**src/rtl/wb_write_arbiter_if.sv**
```systemverilog
// Bus bundle for the register-file write arbiter: pipeline writeback,
// cache load return, load issue, decode queries and the write port.
interface wb_write_arbiter_if #(
    parameter int DEPTH = 4,
    parameter int CW    = $clog2(DEPTH) + 1
);
    logic          wb_valid;
    logic [4:0]    wb_rd;
    logic [31:0]   wb_data;
    logic          ld_valid;
    logic [4:0]    ld_rd;
    logic [31:0]   ld_data;
    logic          ld_ready;
    logic          ld_issue;
    logic [4:0]    ld_issue_rd;
    logic [4:0]    rs1;
    logic [4:0]    rs2;
    logic [4:0]    rd_q;
    logic          rs1_busy;
    logic          rs2_busy;
    logic          rd_busy;
    logic          rf_we;
    logic [4:0]    rf_wa;
    logic [31:0]   rf_wd;
    logic [CW-1:0] fifo_count;

    // Driven by the pipeline / cache / decode side.
    modport master (
        output wb_valid, wb_rd, wb_data,
        output ld_valid, ld_rd, ld_data,
        output ld_issue, ld_issue_rd,
        output rs1, rs2, rd_q,
        input  ld_ready, rs1_busy, rs2_busy, rd_busy,
        input  rf_we, rf_wa, rf_wd, fifo_count
    );

    // The arbiter itself.
    modport slave (
        input  wb_valid, wb_rd, wb_data,
        input  ld_valid, ld_rd, ld_data,
        input  ld_issue, ld_issue_rd,
        input  rs1, rs2, rd_q,
        output ld_ready, rs1_busy, rs2_busy, rd_busy,
        output rf_we, rf_wa, rf_wd, fifo_count
    );
endinterface

```
**src/rtl/wb_write_arbiter.sv**
```systemverilog
// Register-file write port arbiter. The in-order pipeline always owns the
// port when it has a real write; load returns wait in a small FIFO and
// drain into idle slots. A pending-load scoreboard feeds decode stalls.
module wb_write_arbiter #(
    parameter int DEPTH = 4,
    parameter int CW    = $clog2(DEPTH) + 1
) (
    input logic             clk,
    input logic             rst,
    wb_write_arbiter_if.slave bus
);
    localparam int PW = $clog2(DEPTH);

    typedef struct packed {
        logic [4:0]  rd;
        logic [31:0] data;
    } ld_entry_t;

    ld_entry_t     fifo_mem [DEPTH];
    logic [PW-1:0] wr_ptr;
    logic [PW-1:0] rd_ptr;
    logic [CW-1:0] count;
    logic [31:0]   pend;
    logic          src_ld;

    logic full;
    logic empty;
    logic wb_take;
    logic push;
    logic pop;
    logic [31:0] pend_nxt;

    // Occupancy flags come from the registered count only, so an entry
    // pushed this cycle cannot be popped until the next one, and a pop
    // this cycle never frees room for a push on a full FIFO.
    always_comb begin
        full    = (count == CW'(DEPTH));
        empty   = (count == '0);
        wb_take = bus.wb_valid && (bus.wb_rd != 5'd0);
        push    = bus.ld_valid && !full && (bus.ld_rd != 5'd0);
        pop     = !wb_take && !empty;
    end

    assign bus.ld_ready   = !full;
    assign bus.fifo_count = count;

    // FIFO storage; contents are don't-care while empty so no reset.
    always_ff @(posedge clk) begin
        if (push)
            fifo_mem[wr_ptr] <= '{rd: bus.ld_rd, data: bus.ld_data};
    end

    // FIFO pointers and occupancy; power-of-2 depth gives natural wrap.
    always_ff @(posedge clk or negedge rst) begin
        if (!rst) begin
            wr_ptr <= '0;
            rd_ptr <= '0;
            count  <= '0;
        end else begin
            if (push) wr_ptr <= wr_ptr + PW'(1);
            if (pop)  rd_ptr <= rd_ptr + PW'(1);
            count <= count + CW'(push) - CW'(pop);
        end
    end

    // Registered write port: pipeline first, then FIFO head, else idle
    // with address/data held.
    always_ff @(posedge clk or negedge rst) begin
        if (!rst) begin
            bus.rf_we <= 1'b0;
            bus.rf_wa <= 5'd0;
            bus.rf_wd <= 32'd0;
            src_ld    <= 1'b0;
        end else if (wb_take) begin
            bus.rf_we <= 1'b1;
            bus.rf_wa <= bus.wb_rd;
            bus.rf_wd <= bus.wb_data;
            src_ld    <= 1'b0;
        end else if (pop) begin
            bus.rf_we <= 1'b1;
            bus.rf_wa <= fifo_mem[rd_ptr].rd;
            bus.rf_wd <= fifo_mem[rd_ptr].data;
            src_ld    <= 1'b1;
        end else begin
            bus.rf_we <= 1'b0;
            src_ld    <= 1'b0;
        end
    end

    // Scoreboard update: a load write clears its bit on the same edge the
    // register file captures it; a new issue to that register wins.
    always_comb begin
        pend_nxt = pend;
        if (bus.rf_we && src_ld)
            pend_nxt[bus.rf_wa] = 1'b0;
        if (bus.ld_issue)
            pend_nxt[bus.ld_issue_rd] = 1'b1;
        pend_nxt[0] = 1'b0;
    end

    // Scoreboard register.
    always_ff @(posedge clk or negedge rst) begin
        if (!rst) pend <= 32'd0;
        else      pend <= pend_nxt;
    end

    // Decode queries read the scoreboard directly.
    always_comb begin
        bus.rs1_busy = pend[bus.rs1];
        bus.rs2_busy = pend[bus.rs2];
        bus.rd_busy  = pend[bus.rd_q];
    end
endmodule
```
**src/flat_wrapper.sv**
```systemverilog
// flat-port wrapper written by rule: the top's interface ports become plain ports
module wb_write_arbiter_flat 
#(
    parameter int DEPTH = 4,
    parameter int CW    = $clog2(DEPTH) + 1
)
  (clk, rst, bus_wb_valid, bus_wb_rd, bus_wb_data, bus_ld_valid, bus_ld_rd, bus_ld_data, bus_ld_issue, bus_ld_issue_rd, bus_rs1, bus_rs2, bus_rd_q, bus_ld_ready, bus_rs1_busy, bus_rs2_busy, bus_rd_busy, bus_rf_we, bus_rf_wa, bus_rf_wd, bus_fifo_count);
  wb_write_arbiter_if #(.DEPTH(DEPTH), .CW(CW)) bus_i ();
  input logic clk;
  input logic rst;
  input wire logic [$bits(bus_i.wb_valid)-1:0] bus_wb_valid;
  input wire logic [$bits(bus_i.wb_rd)-1:0] bus_wb_rd;
  input wire logic [$bits(bus_i.wb_data)-1:0] bus_wb_data;
  input wire logic [$bits(bus_i.ld_valid)-1:0] bus_ld_valid;
  input wire logic [$bits(bus_i.ld_rd)-1:0] bus_ld_rd;
  input wire logic [$bits(bus_i.ld_data)-1:0] bus_ld_data;
  input wire logic [$bits(bus_i.ld_issue)-1:0] bus_ld_issue;
  input wire logic [$bits(bus_i.ld_issue_rd)-1:0] bus_ld_issue_rd;
  input wire logic [$bits(bus_i.rs1)-1:0] bus_rs1;
  input wire logic [$bits(bus_i.rs2)-1:0] bus_rs2;
  input wire logic [$bits(bus_i.rd_q)-1:0] bus_rd_q;
  output wire logic [$bits(bus_i.ld_ready)-1:0] bus_ld_ready;
  output wire logic [$bits(bus_i.rs1_busy)-1:0] bus_rs1_busy;
  output wire logic [$bits(bus_i.rs2_busy)-1:0] bus_rs2_busy;
  output wire logic [$bits(bus_i.rd_busy)-1:0] bus_rd_busy;
  output wire logic [$bits(bus_i.rf_we)-1:0] bus_rf_we;
  output wire logic [$bits(bus_i.rf_wa)-1:0] bus_rf_wa;
  output wire logic [$bits(bus_i.rf_wd)-1:0] bus_rf_wd;
  output wire logic [$bits(bus_i.fifo_count)-1:0] bus_fifo_count;
  assign bus_i.wb_valid = bus_wb_valid;
  assign bus_i.wb_rd = bus_wb_rd;
  assign bus_i.wb_data = bus_wb_data;
  assign bus_i.ld_valid = bus_ld_valid;
  assign bus_i.ld_rd = bus_ld_rd;
  assign bus_i.ld_data = bus_ld_data;
  assign bus_i.ld_issue = bus_ld_issue;
  assign bus_i.ld_issue_rd = bus_ld_issue_rd;
  assign bus_i.rs1 = bus_rs1;
  assign bus_i.rs2 = bus_rs2;
  assign bus_i.rd_q = bus_rd_q;
  assign bus_ld_ready = bus_i.ld_ready;
  assign bus_rs1_busy = bus_i.rs1_busy;
  assign bus_rs2_busy = bus_i.rs2_busy;
  assign bus_rd_busy = bus_i.rd_busy;
  assign bus_rf_we = bus_i.rf_we;
  assign bus_rf_wa = bus_i.rf_wa;
  assign bus_rf_wd = bus_i.rf_wd;
  assign bus_fifo_count = bus_i.fifo_count;
  wb_write_arbiter #(.DEPTH(DEPTH), .CW(CW)) u_core (.clk(clk), .rst(rst), .bus(bus_i));
endmodule
```
**config.mk**
```make
export PLATFORM = sky130hd
export DESIGN_NAME = wb_write_arbiter_flat
export DESIGN_NICKNAME = d
export VERILOG_FILES = /design/src/rtl/wb_write_arbiter_if.sv /design/src/rtl/wb_write_arbiter.sv /design/src/flat_wrapper.sv
export SDC_FILE = /design/constraint.sdc
export NUM_CORES = 1
export LEC_CHECK = 0
export ABC_AREA = 1
export CAP_MARGIN = 0
export CORE_ASPECT_RATIO = 0.8
export CORE_MARGIN = 2
export CORE_UTILIZATION = 35
export CTS_CLUSTER_DIAMETER = 100
export DETAILED_ROUTE_END_ITERATION = 8
export GPL_ROUTABILITY_DRIVEN = 1
export GPL_TIMING_DRIVEN = 0
export SLEW_MARGIN = 20
export SYNTH_ARGS = -nofsm -noshare
export SYNTH_HDL_FRONTEND = slang
export SYNTH_SLANG_ARGS = --single-unit
```
**constraint.sdc**
```tcl
create_clock -name clk -period 3.75 [get_ports clk]
set_input_delay 1.125 -clock clk [delete_from_list [all_inputs] [get_ports clk]]
set_output_delay 1.125 -clock clk [all_outputs]
set_load 0.1 [all_outputs]
```
==> results of run 1 <==
## path summary, 6_finish.rpt
kind / slack, ns / endpoint / cells after the start
worst min register to register: 0.49 / u_core.bus.rf_wd[4]$_DFFE_PN0P_ / 2
max in group asynchronous: 2.59 / u_core.pend[29]$_DFF_PN0_ / 2
worst max register to register: 1.32 / u_core.bus.fifo_count[2]$_DFF_PN0_ / 10
worst min-delay path: 0.49 / u_core.bus.rf_wd[4]$_DFFE_PN0P_ / 2
min in group asynchronous: 0.54 / u_core.wr_ptr[1]$_DFFE_PN0P_ / 1
worst max-delay path: 0.09 / bus_rs1_busy / 8
## stage by stage
stage	hold WS (ns)	setup WS [ns]	setup TNS, ns	cells	area, µm²
6_report	0.494	0.0877	0	1543	12900
5_1_grt	0.528	0.0212	0	1543	12900
4_1_cts	0.500	0.00000733	0	1543	12900
3_5_place_dp	0.487	-0.732	-2.13	1500	12100
3_3_place_gp	0.482	-1.75	-368.71	1493	11900
2_1_floorplan	0.474	-0.591	-87.48	986	10100
## synth_stat cells (8+ instances only)
| library cell | number |
|---|---|
| a31oi_1 | 18 |
| buf_2 | 24 |
| buf_4 | 8 |
| buf_6 | 8 |
| dfrtp_1 | 77 |
| edfxtp_1 | 148 |
| inv_1 | 41 |
| nand2_1 | 269 |
| nand3_1 | 155 |
| nand3_2 | 14 |
| nor2_1 | 59 |
| o21ai_0 | 96 |
| o22ai_1 | 17 |
## kinds of logic after synthesis
logic type | count (synthesis) | share of synthesized area [%]
buffers and inverters | 96 | 5.09
xor gates and xnor gates | 4 | 0.348
DFF | 225 | 63.3
and+or+nand+nor | 511 | 22.3
AOI/OAI and AO/OA | 143 | 7.95
adders and majority gates | 7 | 0.945
## layout make-up
type                       instances  area, µm²
fill                            2634      15400
sequential                       225       6370
multi-input combinational        665       3210
timing repair buffer             144       1560
clock buffer                      29        641
tap                              370        463
buffer                            47        323
inverter                          49        189
clock inverter                    14        158
## tightest hold or removal path: stages (launching register included)
cell     delay (ns)
dfrtp_1        0.34
nand2_1        0.06
nand3_2        0.06
## repair_timing
action                     4_1_cts  5_1_grt
gates resized for setup         16        4
pin swaps                        0        0
setup endpoints to repair        3        3
cloned                           0        0
## flip-flops by register name, indices dropped and copies added, names as in the netlist
| signal | flops |
|---|---|
| u_core.fifo_mem | 148 |
| u_core.bus.rf_wd | 32 |
| u_core.pend | 31 |
| u_core.bus.rf_wa | 5 |
| u_core.bus.fifo_count | 3 |
| u_core.rd_ptr | 2 |
| u_core.wr_ptr | 2 |
| u_core.bus.rf_we | 1 |
| u_core.src_ld | 1 |
## routing by layer
layer  track usage, %  up-vias
met3             2.31       23
met2             29.3      290
met4             4.40        0
met5                0        -
li1                 -     3750
met1             26.8     3771
## power by group through the flow
stage | clock network, µW | registers, µW | logic, µW
floorplan | 0 | 5270 | 1860
global placement | 0 | 3860 | 4690
detailed placement | 0 | 3840 | 4880
CTS | 2400 | 3800 | 4890
global route | 2520 | 3880 | 5220
finish | 2370 | 3810 | 4870
==> metrics.csv, run 1 <==
metric,value,unit
run status,finished clean,
Syn. warnings,0,
vias in the first global route,7664,
std cell rows,55,
leading area contributor after synthesis,edfxtp_1,
Final Hold Fails,0,
H-tree depth,1,
port buffer count,137,
hold_buf cts,0,
sw frac,44.5,%
overall routed net length,27.9,mm
largest net degree at the start of global routing,55,
violation count after the first detailed-route iteration,660,
#FFs+latches synth,225,
P per Cell Area,856,nW/µm²
GR Overflow Total,0,
Hold Path Origin,u_core.bus.rf_wd[4]$_DFFE_PN0P_,
TritonCTS clock tree,built,
WL per Instance,18.1,µm
critical path type,in -> out,
highest clock rate,273,MHz
Core Area,28300,µm²
Clk pwr share,21.5,%
CTS root buf,clkbuf_16,
via count,7834,
"Reg clk slew, reported paths",0.06,ns
Yosys top cell area share,44.2,%
Pleak,0.00513,µW
Final GP Congestion,0.962,
Avg Inst Size Synth,10.2,µm²
Final setup viols,0,
Peak supply drop,0.000699,V
family with the most delay on the worst path,buffers and inverters,
Total GRT Usage,18.4,%
crit-path cells,"clkdlybuf4s50_1, inv_1, nand3_1, nand3_1, nand2_1, nand2_1, nand2_1, clkbuf_4",
"Req. time, crit path",2.62,ns
Post-CTS Setup Inserts,0,
most frequent cells in the layout,"269 x nand2_1, 155 x nand3_1, 148 x edfxtp_1",
DR vias/cell,5.08,
reg2reg start,u_core.bus.fifo_count[1]$_DFF_PN0_,
DIE AREA,30100,µm²
Metal-1 WL,12.9,mm
latest clock arrival within the worst-skew pair,0.51,ns
Antenna Violating Nets Remaining,0,
Detailed Routing Iterations Pass 1,5,
Top Layer Used,met4,
first-pass GRT wire length,43.2,mm
Synth area leaders,"edfxtp_1 44%, dfrtp_1 19%, nand2_1 10%",
Final Core Density,45.6,%
Chip Height,156,µm
Mapped Area,10100,µm²
TritonCTS Buffers,24,
Logic pwr share,44.1,%
"Period Utilization, post-route",97.7,%
CP arrival,2.54,ns
crit end category,output port,
worst slew pin tran,1.09,ns
headroom to the max-slew limit,27.2,%
Syn Nets,1092,
crit path launch type,primary input,
"Top FF cell, synth",edfxtp_1,
initial antenna violation count,0,
metal2 WL,12.7,mm
Initial Utilization,35.6,%
Inserted Diodes,0,
share of cells above drive strength 1,11.3,%
min-delay worst type,reg -> reg,
Final Slew Violations,0,
proportion of synthesized chip area in sequential cells,63.3,%
Post-synth EDFFs,148,
drc violations,0,
Max Fanout on Critical Path,5,
Unique masters post-synth,35,
P&R area growth vs syn,28.3,%
Final Skew,0.0129,ns
power after layout,11000,µW
CP Buf/Inv Count,3,
hpwl dp,19.7,mm
maxcap violations,0,
NetSw,4910,µW
crit-path max cell delay,0.58,ns
share of flip-flops with an asynchronous set or reset,34.2,%
cells after synthesis,986,
Internal Pwr Total,6140,µW
RSZ-0062 raised after global routing,no,
Final nets,1262,
Longest Clk Path Bufs,3,
CTS sink cnt,225,
wire length on met3,1.93,mm
CP max stage cell,clkdlybuf4s50_1,
Boundary Pins,144,
Crit path top cell by count,nand2_1,
crit path from,bus_rs1[2],
Die W,194,µm
Tmin final,3.66,ns
share of power burned in registers,34.5,%
"commonest non-fill, non-tap cell in the layout",nand2_1,
No activity file was read; power rests on OpenSTA's default activity.
==> run 2, diff against run 1 <==
--- a/config.mk
+++ b/config.mk
@@ -11,6 +11,7 @@
 export CORE_MARGIN = 2
 export CORE_UTILIZATION = 35
 export CTS_CLUSTER_DIAMETER = 100
+export CTS_CLUSTER_SIZE = 10
 export DETAILED_ROUTE_END_ITERATION = 8
 export GPL_ROUTABILITY_DRIVEN = 1
 export GPL_TIMING_DRIVEN = 0
==> metrics.csv, run 2 (same netlist as run 1, synthesis figures left out) <==
metric,value,unit
Total GRT Usage,18.5,%
Boundary Pins,144,
highest clock rate,273,MHz
Final Skew,0.00842,ns
Largest regs,"u_core.fifo_mem: 148 flops, u_core.bus.rf_wd: 32 flops, u_core.pend: 31 flops",
"Reg clk slew, reported paths",0.06,ns
crit end category,output port,
worst slew pin tran,1.08,ns
critical path type,in -> out,
RSZ-0062 raised after global routing,no,
Post-CTS Setup Inserts,0,
most frequent cells in the layout,"269 x nand2_1, 155 x nand3_1, 148 x edfxtp_1",
Fin Setup TNS,0,ns
filler cell count in the final layout,2634,
Pleak,0.00510,µW
Inserted Diodes,0,
Detailed Routing Iterations Pass 1,6,
worst r2r dst,u_core.bus.fifo_count[2]$_DFF_PN0_,
P per Cell Area,850,nW/µm²
Chip Height,156,µm
flop2flop setup slack,1.31,ns
DP Area,12100,µm²
CP arrival,2.53,ns
Hold Path Depth,2,
TritonCTS Buffers,26,
Tmin final,3.66,ns
DIE AREA,30100,µm²
post-CTS resize count,16,
register with the most flip-flops,u_core.fifo_mem,
Final Slew Violations,0,
Longest Clk Path Bufs,3,
DR vias/cell,5.09,
P&R area growth vs syn,27.9,%
reg2reg start,u_core.bus.fifo_count[1]$_DFF_PN0_,
Final Hold Fails,0,
CTS sink cnt,225,
latest clock arrival within the worst-skew pair,0.52,ns
overall routed net length,28.0,mm
initial antenna violation count,0,
first-pass GRT wire length,43.4,mm
run status,finished clean,
post-route design area,12900,µm²
Max Fanout on Critical Path,5,
worst slack at placement,-0.732,ns
via count,7881,
fin worst setup slack,0.0903,ns
H-tree depth,1,
cells on worst reg2reg path,10,
violation count after the first detailed-route iteration,594,
vias in the first global route,7706,
headroom to the max-slew limit,27.7,%
Peak supply drop,0.000677,V
"Req. time, crit path",2.62,ns
Final nets,1264,
Core Area,28300,µm²
maxcap violations,0,
Final Core Density,45.5,%
max reg flops,148,
Hold Path Origin,u_core.bus.rf_wd[4]$_DFFE_PN0P_,
GR Overflow Total,0,
crit path launch type,primary input,
port buffer count,137,
Hold Path End,u_core.bus.rf_wd[4]$_DFFE_PN0P_,
hpwl dp,19.7,mm
Antenna Violating Nets Remaining,0,
Final setup viols,0,
Die W,194,µm
std cell rows,55,
TritonCTS clock tree,built,
min-delay worst type,reg -> reg,
largest net degree at the start of global routing,55,
"commonest non-fill, non-tap cell in the layout",nand2_1,
power after layout,10900,µW
Initial Utilization,35.6,%
Final GP Congestion,0.962,
hold_buf cts,0,
"Period Utilization, post-route",97.6,%
CTS root buf,clkbuf_16,
share of cells above drive strength 1,10.5,%
drc violations,0,
WL per Instance,18.1,µm
[run 2: layout make-up]
class / count / area [µm²] / area share (%)
repair buffers: 144 / 1560 / 12.1
inverters: 49 / 189 / 1.47
clock buffers: 47 / 751 / 5.83
plain buffers: 47 / 323 / 2.51
multi-input cells: 665 / 3210 / 24.9
flip-flops and latches: 225 / 6370 / 49.5
well taps: 370 / 463 / 3.60
clock inverters: 1 / 7.51 / 0.0583
[run 2: report_power, final]
group	total [µW]	internal, µW	switching, µW
combinational	4860	1320	3540
clock	2270	1340	928
sequential	3810	3390	423
[run 2: stage by stage]
stage	hold WS, ns	cells
after floorplan	0.474	986
after global placement	0.482	1493
after detailed placement	0.487	1500
after CTS	0.500	1548
after global routing	0.527	1548
final	0.493	1548
[run 2: worst max-delay path by stage]
| stage | start | endpoint | cells past startpoint |
|---|---|---|---|
| after global routing | bus_rd_q[2] | bus_rd_busy | 9 |
| after CTS | bus_rs2[2] | bus_rs2_busy | 8 |
| final | bus_rd_q[2] | bus_rd_busy | 8 |
| after global placement | bus_ld_rd[3] | u_core.fifo_mem[0][17]$_DFFE_PP_ | 5 |
| after floorplan | u_core.bus.fifo_count[1]$_DFF_PN0_ | u_core.fifo_mem[0][0]$_DFFE_PP_ | 4 |
| after detailed placement | bus_rd_q[2] | bus_rd_busy | 8 |
[run 2: critical path, stage by stage]
cell	delay [ns]
clkdlybuf4s50_1	0.62
inv_1	0.14
nand3_1	0.11
nand3_1	0.08
nand2_1	0.09
nand2_1	0.05
nand2_1	0.08
buf_6	0.22
[run 2: per-layer routing]
layer  share of wire, %  GRT usage (%)  vias up
li1                   -              -     3763
met1                 46           26.7     3779
met2                 45           29.6      302
met3                6.6           2.40       37
met4                1.8           4.69        0
met5                  0              0        -
==> run 3, diff against run 2 <==
--- a/config.mk
+++ b/config.mk
@@ -9,12 +9,13 @@
 export CAP_MARGIN = 0
 export CORE_ASPECT_RATIO = 0.8
 export CORE_MARGIN = 2
-export CORE_UTILIZATION = 35
+export CORE_UTILIZATION = 55
 export CTS_CLUSTER_DIAMETER = 100
 export CTS_CLUSTER_SIZE = 10
 export DETAILED_ROUTE_END_ITERATION = 8
 export GPL_ROUTABILITY_DRIVEN = 1
 export GPL_TIMING_DRIVEN = 0
+export PLACE_DENSITY = 0.8
 export SLEW_MARGIN = 20
 export SYNTH_ARGS = -nofsm -noshare
 export SYNTH_HDL_FRONTEND = slang
==> metrics.csv, run 3 (same netlist as run 1, synthesis figures left out) <==
metric,value,unit
Detailed Routing Iterations Pass 1,5,
Finished Layout Cells,1404,
most frequent cells in the layout,"269 x nand2_1, 155 x nand3_1, 148 x edfxtp_1",
vias in the first global route,7661,
CP arrival,2.51,ns
share of cells above drive strength 1,10.4,%
filler cell count in the final layout,1298,
H-tree depth,1,
Final nets,1262,
Max Fanout on Critical Path,5,
maxcap violations,0,
port buffer count,137,
Inserted Diodes,0,
Fin Setup TNS,0,ns
overall routed net length,26.8,mm
highest clock rate,275,MHz
"Reg clk slew, reported paths",0.05,ns
Largest regs,"u_core.fifo_mem: 148 flops, u_core.bus.rf_wd: 32 flops, u_core.pend: 31 flops",
DP Area,11900,µm²
critical path capture point,bus_rs1_busy,
P per Cell Area,867,nW/µm²
worst r2r dst,u_core.bus.fifo_count[2]$_DFF_PN0_,
flop2flop setup slack,1.36,ns
crit-path max cell delay,0.58,ns
std cell rows,44,
largest net degree at the start of global routing,55,
Final setup viols,0,
CP max stage cell,clkdlybuf4s50_1,
Tmin final,3.63,ns
Final Hold Fails,0,
DR vias/cell,5.65,
reg2reg start,u_core.bus.fifo_count[1]$_DFF_PN0_,
Initial Utilization,55.7,%
crit path from,bus_rs1[2],
Final Skew,0.0251,ns
first-pass GRT wire length,41.6,mm
hpwl dp,18.1,mm
worst slack at placement,-0.659,ns
Die W,155,µm
Peak supply drop,0.00107,V
TritonCTS clock tree,built,
"commonest non-fill, non-tap cell in the layout",nand2_1,
Crit path top cell by count,nand2_1,
register with the most flip-flops,u_core.fifo_mem,
"Period Utilization, post-route",96.8,%
Final GP Congestion,0.897,
power after layout,10900,µW
TritonCTS Buffers,26,
Core Area,18100,µm²
latest clock arrival within the worst-skew pair,0.54,ns
headroom to the max-slew limit,30.0,%
Final Slew Violations,0,
via count,7931,
drc violations,0,
Antenna Violating Nets Remaining,0,
worst slew pin tran,1.05,ns
crit end category,output port,
run status,finished clean,
P&R area growth vs syn,25.5,%
WL per Instance,19.1,µm
fin worst setup slack,0.118,ns
min-delay worst type,reg -> reg,
critical path type,in -> out,
RSZ-0062 raised after global routing,no,
Pleak,0.00507,µW
DIE AREA,19400,µm²
violation count after the first detailed-route iteration,933,
GR Overflow Total,0,
Boundary Pins,144,
cells on worst reg2reg path,10,
"Req. time, crit path",2.62,ns
initial antenna violation count,0,
hold_buf cts,0,
CTS root buf,clkbuf_16,
crit-path cells,"clkdlybuf4s50_1, inv_1, nand3_1, nand3_1, nand2_1, nand2_1, nand2_1, clkbuf_4",
Chip Height,125,µm
crit path launch type,primary input,
max reg flops,148,
placed cell count,1358,
CTS sink cnt,225,
post-route design area,12600,µm²
Longest Clk Path Bufs,3,
Total GRT Usage,27.8,%
run 3: how the worst min path moves through the flow:
stage                                                start                          endpoint  depth (start not counted)
after floorplan                   u_core.pend[4]$_DFF_PN0_          u_core.pend[4]$_DFF_PN0_                          2
after global placement    u_core.bus.rf_wd[16]$_DFFE_PN0P_  u_core.bus.rf_wd[16]$_DFFE_PN0P_                          2
after detailed placement  u_core.bus.rf_wd[16]$_DFFE_PN0P_  u_core.bus.rf_wd[16]$_DFFE_PN0P_                          2
after CTS                 u_core.bus.rf_wd[16]$_DFFE_PN0P_  u_core.bus.rf_wd[16]$_DFFE_PN0P_                          2
after global routing       u_core.bus.rf_wd[1]$_DFFE_PN0P_   u_core.bus.rf_wd[1]$_DFFE_PN0P_                          2
final                     u_core.bus.rf_wd[16]$_DFFE_PN0P_  u_core.bus.rf_wd[16]$_DFFE_PN0P_                          2
run 3: what timing repair did:
item / 4_1_cts / 5_1_grt
setup buffers: 0 / 0
gates resized for setup: 15 / 3
pin swaps: 0 / 0
endpoints found under the setup margin: 3 / 3
run 3: area by class of cell:
class                   instances  area, µm²  area share [%]
well taps                     230        288            2.28
flip-flops and latches        225       6370            50.5
multi-input cells             665       3210            25.4
plain buffers                  47        323            2.56
clock inverters                 2       37.5           0.297
repair buffers                142       1490            11.8
clock buffers                  44        718            5.69
inverters                      49        189            1.50
run 3: critical path, delay by kind of cell:
family / cells / cell delay (ns)
AND/OR/NAND/NOR: 5 / 0.35
buffers and inverters: 3 / 1.02
run 3: through the flow:
| step | hold WS, ns | util [%] |
|---|---|---|
| CTS | 0.494 | 69.9 |
| detailed placement | 0.482 | 65.8 |
| floorplan | 0.474 | - |
| global placement | 0.479 | 64.9 |
| finish | 0.489 | 69.9 |
| global route | 0.520 | 69.9 |
run 3: power by group:
group | switching, µW | internal [µW] | leakage [µW]
Sequential | 496 | 3390 | 0.00223
Clock | 938 | 1300 | 0.000353
Combinational | 3530 | 1290 | 0.00249
run 3: per-layer routing:
metal	track usage (%)	part of all wire, %	up-vias
met4	6.75	2.2	0
met1	39.4	41	3711
met2	45.2	47	416
li1	-	-	3746
met3	5.48	10	58
met5	0	0	-
